$ cat src/rtl/spi_master_ctrl.sv
// rtl/spi_master_ctrl.sv - SPI initiator for single RW/ADDR/DATA register frames
// One frame per accepted start, any CPOL/CPHA; miso is resynchronized before sampling.
module spi_master_ctrl #(
  parameter int CLK_DIV    = 4,
  parameter int ADDR_WIDTH = 7,
  parameter int REG_WIDTH  = 8
) (
  input  logic                  clk,
  input  logic                  rstb,
  input  logic                  ena,
  input  logic [1:0]            mode,
  input  logic                  start,
  input  logic                  rw,
  input  logic [ADDR_WIDTH-1:0] addr,
  input  logic [REG_WIDTH-1:0]  wdata,
  output logic                  busy,
  output logic                  done,
  output logic [REG_WIDTH-1:0]  rdata,
  output logic                  spi_cs_n,
  output logic                  spi_clk,
  output logic                  spi_mosi,
  input  logic                  spi_miso
);

  localparam int FRAME = 1 + ADDR_WIDTH + REG_WIDTH;
  localparam int DIV_W = (CLK_DIV > 2) ? $clog2(CLK_DIV) : 1;
  localparam int BIT_W = $clog2(FRAME);
  localparam logic [DIV_W-1:0] DIV_LAST = DIV_W'(CLK_DIV - 1);
  localparam logic [BIT_W-1:0] BIT_LAST = BIT_W'(FRAME - 1);

  typedef enum logic [1:0] {S_IDLE, S_SETUP, S_SHIFT, S_HOLD} state_t;

  state_t                 r_state;
  state_t                 w_next;
  logic [DIV_W-1:0]       r_div;
  logic [BIT_W-1:0]       r_bit;
  logic                   r_phase;
  logic                   r_cpol;
  logic                   r_cpha;
  logic [FRAME-1:0]       r_tx;
  logic [REG_WIDTH-1:0]   r_rx;
  logic                   r_miso_s1;
  logic                   r_miso_s2;
  logic                   r_cs_n;
  logic                   r_sclk;
  logic                   r_mosi;
  logic                   r_busy;
  logic                   r_done;
  logic [REG_WIDTH-1:0]   r_rdata;

  logic                   w_tick;
  logic                   w_accept;
  logic                   w_edge;
  logic                   w_final;
  logic                   w_sample;
  logic                   w_shift;
  logic                   w_shift_bit;
  logic                   w_finish;

  assign busy     = r_busy;
  assign done     = r_done;
  assign rdata    = r_rdata;
  assign spi_cs_n = r_cs_n;
  assign spi_clk  = r_sclk;
  assign spi_mosi = r_mosi;

  always_ff @(posedge clk or negedge rstb) begin
    if (!rstb) begin
      r_state <= S_IDLE;
    end else if (ena) begin
      r_state <= w_next;
    end
  end

  always_comb begin
    w_next = r_state;
    case (r_state)
      S_IDLE:  if (w_accept)          w_next = S_SETUP;
      S_SETUP: if (w_tick)            w_next = S_SHIFT;
      S_SHIFT: if (w_edge && w_final) w_next = S_HOLD;
      S_HOLD:  if (w_finish)          w_next = S_IDLE;
      default:                        w_next = S_IDLE;
    endcase
  end

  // r_phase is 0 while waiting for a leading edge and 1 while waiting for a trailing edge.
  always_comb begin
    w_tick      = ena && (r_div == DIV_LAST);
    w_accept    = ena && start && !r_done && (r_state == S_IDLE);
    w_edge      = w_tick && ((r_state == S_SETUP) || (r_state == S_SHIFT));
    w_final     = r_phase && (r_bit == BIT_LAST);
    w_sample    = w_edge && (r_phase == r_cpha);
    w_shift     = w_edge && (r_cpha ? !r_phase : (r_phase && !w_final));
    w_shift_bit = r_cpha ? r_tx[FRAME-1] : r_tx[FRAME-2];
    w_finish    = w_tick && (r_state == S_HOLD);
  end

  always_ff @(posedge clk or negedge rstb) begin
    if (!rstb) begin
      r_div     <= '0;
      r_bit     <= '0;
      r_phase   <= 1'b0;
      r_cpol    <= 1'b0;
      r_cpha    <= 1'b0;
      r_tx      <= '0;
      r_rx      <= '0;
      r_miso_s1 <= 1'b0;
      r_miso_s2 <= 1'b0;
      r_cs_n    <= 1'b1;
      r_sclk    <= 1'b0;
      r_mosi    <= 1'b0;
      r_busy    <= 1'b0;
      r_done    <= 1'b0;
      r_rdata   <= '0;
    end else if (ena) begin
      r_miso_s1 <= spi_miso;
      r_miso_s2 <= r_miso_s1;
      r_done    <= 1'b0;
      if (r_state == S_IDLE) begin
        r_div  <= '0;
        r_cpol <= mode[1];
        if (w_accept) begin
          r_cpha  <= mode[0];
          r_sclk  <= mode[1];
          r_tx    <= {rw, addr, rw ? wdata : {REG_WIDTH{1'b0}}};
          r_mosi  <= mode[0] ? 1'b0 : rw;
          r_bit   <= '0;
          r_phase <= 1'b0;
          r_cs_n  <= 1'b0;
          r_busy  <= 1'b1;
        end else begin
          r_sclk <= r_cpol;
        end
      end else begin
        r_div <= w_tick ? '0 : r_div + DIV_W'(1);
        if (w_edge) begin
          r_sclk  <= ~r_sclk;
          r_phase <= ~r_phase;
          if (r_phase && (r_bit != BIT_LAST)) begin
            r_bit <= r_bit + BIT_W'(1);
          end
        end
        if (w_sample) begin
          r_rx <= {r_rx[REG_WIDTH-2:0], r_miso_s2};
        end
        if (w_shift) begin
          r_mosi <= w_shift_bit;
          r_tx   <= r_tx << 1;
        end
        if (w_finish) begin
          r_cs_n  <= 1'b1;
          r_busy  <= 1'b0;
          r_done  <= 1'b1;
          r_rdata <= r_rx;
          r_sclk  <= r_cpol;
          r_mosi  <= 1'b0;
        end
      end
    end
  end

endmodule

$ cat config.mk
export PLATFORM = sky130hd
export DESIGN_NAME = spi_master_ctrl
export DESIGN_NICKNAME = d
export VERILOG_FILES = /design/src/rtl/spi_master_ctrl.sv
export SDC_FILE = /design/constraint.sdc
export NUM_CORES = 1
export LEC_CHECK = 0
export CAP_MARGIN = 20
export CELL_PAD_IN_SITES_DETAIL_PLACEMENT = 2
export CELL_PAD_IN_SITES_GLOBAL_PLACEMENT = 2
export CORE_MARGIN = 2
export CORE_UTILIZATION = 37
export CTS_BUF_LIST = sky130_fd_sc_hd__clkbuf_16
export DETAILED_ROUTE_END_ITERATION = 10
export HOLD_SLACK_MARGIN = 0.12
export PLACE_DENSITY = 0.85
export REMOVE_ABC_BUFFERS = 1
export SYNTH_ARGS = -nofsm -noshare
export SYNTH_HDL_FRONTEND = slang
export SYNTH_SLANG_ARGS = --single-unit
export TNS_END_PERCENT = 1
$ cat constraint.sdc
create_clock -name clk -period 5.7 [get_ports clk]
set_input_delay 1.14 -clock clk [delete_from_list [all_inputs] [get_ports clk]]
set_output_delay 1.14 -clock clk [all_outputs]
set_load 0.02 [all_outputs]
==> reports/results.txt <==
CP delay by family, top = compound AO/OA/AOI/OAI gates
Tcrit/Tclk final = 59.1%
Synth Register Bits = 50
WHS = 0.487 ns
Final Skew = 0.00621 ns
Vias/cell = 5.33
Total setup buffers inserted after CTS = 0
# setup viols final = 0
P_leak = 1.25 nW
Routability cong. = 0.707
Top Ports = 36
Inserted Clock Buffers = 5
Clk sinks = 50
CP Cell Sequence = clkdlybuf4s50_1, and4b_1, a41oi_2, a222oi_1, a31oi_1
Levels on crit path = 5
Most common cell after layout, fill and taps aside = dfrtp_1
WL met2 = 2710 µm
# diodes = 0
Clk slew on worst S/H paths = 0.07 ns
Most frequent cells in the layout = 49 x dfrtp_1, 34 x clkdlybuf4s50_1, 25 x o21ai_0
RSZ-0062 raised after global routing = false
Post-DP HPWL = 3910 µm
Synthesis Warnings = 0
Slew Viols, Final = 0
Initial Util = 38.7%
Crit path launch = ena
Fmax = 297 MHz
PortBufs = 35
Nets = 268
Status = complete, no violations
Share of cells above drive strength 1 = 15.4%
DIE WIDTH = 82.9 µm
WL met1 = 2470 µm
Core Area = 5960 µm²
Die area = 6880 µm²
CTS H-Tree Depth = 2
GRT Util Overall = 17.3%
Crit end category = register
Post-Syn Area = 2310 µm²
DRC = 0
# Max-Cap Violations = 0
Worst-Margin Slew = 0.992 ns
Setup TNS = 0 ns
Min-delay src = r_tx[7]
Initial antenna violation count = 0
Post-synthesis average cell area = 11.3 µm²
Die height = 82.9 µm
DR top layer = met4
Worst path slowest cell = a41oi_2
CP Buf/Inv Count = 1
Initial DRC Count = 82
Drt pass-1 iters = 4
CTS root buffer = clkbuf_16
Detail Route met3 WL = 124 µm
Vias in the first global route = 1935
CTS tree = done
Critical Path Source Type = primary input
Final critical-path setup slack = 2.33 ns
Max VDD drop = 0.206 mV
Hold path depth = 2
Row cnt = 28
WL/cell = 17.1 µm
Hold Crit Class = reg2reg
Filler Cells Inserted = 633
Crit path DAT = 3.57 ns
Clk buf depth = 2
Register area share after synthesis = 54.3%
Layout area overhead = 24.3%
Mapped Cells = 204
Final Hold Vio Count = 0
Routed Antenna Nets = 0
Post-synthesis cell type count = 36
Max incr delay on CP = 0.81 ns
Maximum number of pins on one net before global-route repair = 51
Critical path fanouts, max = 25
Worst reg-to-reg path cell count = 7
Rel. slew slack = 33.8%
CTS resizes = 0
Via Count = 1679
Final wirelength = 5390 µm
Cts hold-fix bufs = 0
Post-Place Setup Slack = 2.02 ns
Critical Path RT = 5.90 ns
GRT overflow = 0
Critical path type = in2reg
Post-layout minimum cycle time = 3.37 ns
First-pass GRT wire length = 9570 µm
PwrDens = 447 nW/µm²
Worst skew pair latency = 0.29 ns
Reg2reg start = r_state[1]
## sequential cells by signal, summed over array words and instances, names as in the netlist, 2 cells and up
| register | flops |
|---|---|
| r_tx | 16 |
| r_state | 2 |
| r_rx | 8 |
| r_div | 2 |
| rdata | 8 |
| r_bit | 4 |
## final cells by class
| class | count | area [µm²] | area share, % |
|---|---|---|---|
| flip-flops and latches | 50 | 1250 | 43.7 |
| multi-input cells | 134 | 968 | 33.8 |
| repair buffers | 38 | 368 | 12.8 |
| clock buffers | 5 | 125 | 4.37 |
| well taps | 75 | 93.8 | 3.28 |
| inverters | 10 | 37.5 | 1.31 |
| clock inverters | 3 | 20.0 | 0.699 |
## report_power, final
part           internal, mW  leakage (nW)  switching [mW]
clock                 0.163        0.0679           0.134
combinational         0.194         0.533           0.255
sequential            0.458         0.652          0.0769
## worst min-delay path: cells and delay by family, from the launching register on
kind / cells / cell delay (ns)
AOI/OAI and AO/OA: 1 / 0.06
DFF: 1 / 0.34
and+or+nand+nor: 1 / 0.05
## metrics by stage
step,instance area (µm²),util [%],cells,power [mW]
after floorplan,2260,-,194,0.818
after global placement,2720,45.7,307,0.960
after detailed placement,2720,45.7,307,0.997
after CTS,2870,48.1,315,1.30
after global routing,2870,48.1,315,1.38
final,2870,48.1,315,1.28
## metal layers
metal,global-route usage (%),up-vias
li1,-,804
met1,22.8,846
met2,28.7,24
met3,3.28,5
met4,5.66,0
met5,0,-
## final timing paths
check | to | slack (ns)
max in group asynchronous | r_div[0] | 4.32
worst max-delay path | spi_mosi | 2.33
worst min-delay path | r_tx[7] | 0.49
min in group asynchronous | r_tx[9] | 0.95
worst min register to register | r_tx[7] | 0.49
worst max register to register | spi_mosi | 3.05
## cells in the mapped netlist
master	number	area share [%]
a41oi_2	1	0.71
and3_2	1	0.33
o41ai_1	2	0.76
xor2_1	1	0.38
nor2_1	3	0.49
dfstp_2	1	1.1
a21o_1	1	0.33
nor3_2	1	0.43
o21a_1	2	0.65
nor2b_1	3	0.81
buf_1	2	0.33
ha_1	6	3.3
mux2i_1	7	3.0
or4_1	2	0.65
nand4b_1	1	0.38
clkbuf_2	1	0.22
a22o_1	2	0.76
o31ai_1	2	0.65
dfrtp_1	49	53
nand4_1	3	0.81
a32oi_1	1	0.38
buf_4	1	0.33
a22oi_1	7	2.3
inv_1	10	1.6
buf_2	4	0.87
clkbuf_1	2	0.33
a31oi_1	2	0.54
and2_1	2	0.54
mux2_2	21	10
a222oi_1	1	0.43
o21ai_0	25	5.4
a31oi_4	1	0.92
nand2_1	23	3.7
and4b_1	1	0.43
nand3_1	4	0.87
a21oi_1	8	1.7
## cells by family after synthesis
group	count (synthesis)	synth area share, %
AO/OA/AOI/OAI	55	15.6
flip-flops	50	54.3
AND/OR/NAND/NOR	44	9.50
multiplexers	28	13.3
buffers and inverters	20	3.69
adder cells (fa/ha/maj)	6	3.26
XOR/XNOR	1	0.380
No activity file was read; power rests on OpenSTA's default activity.
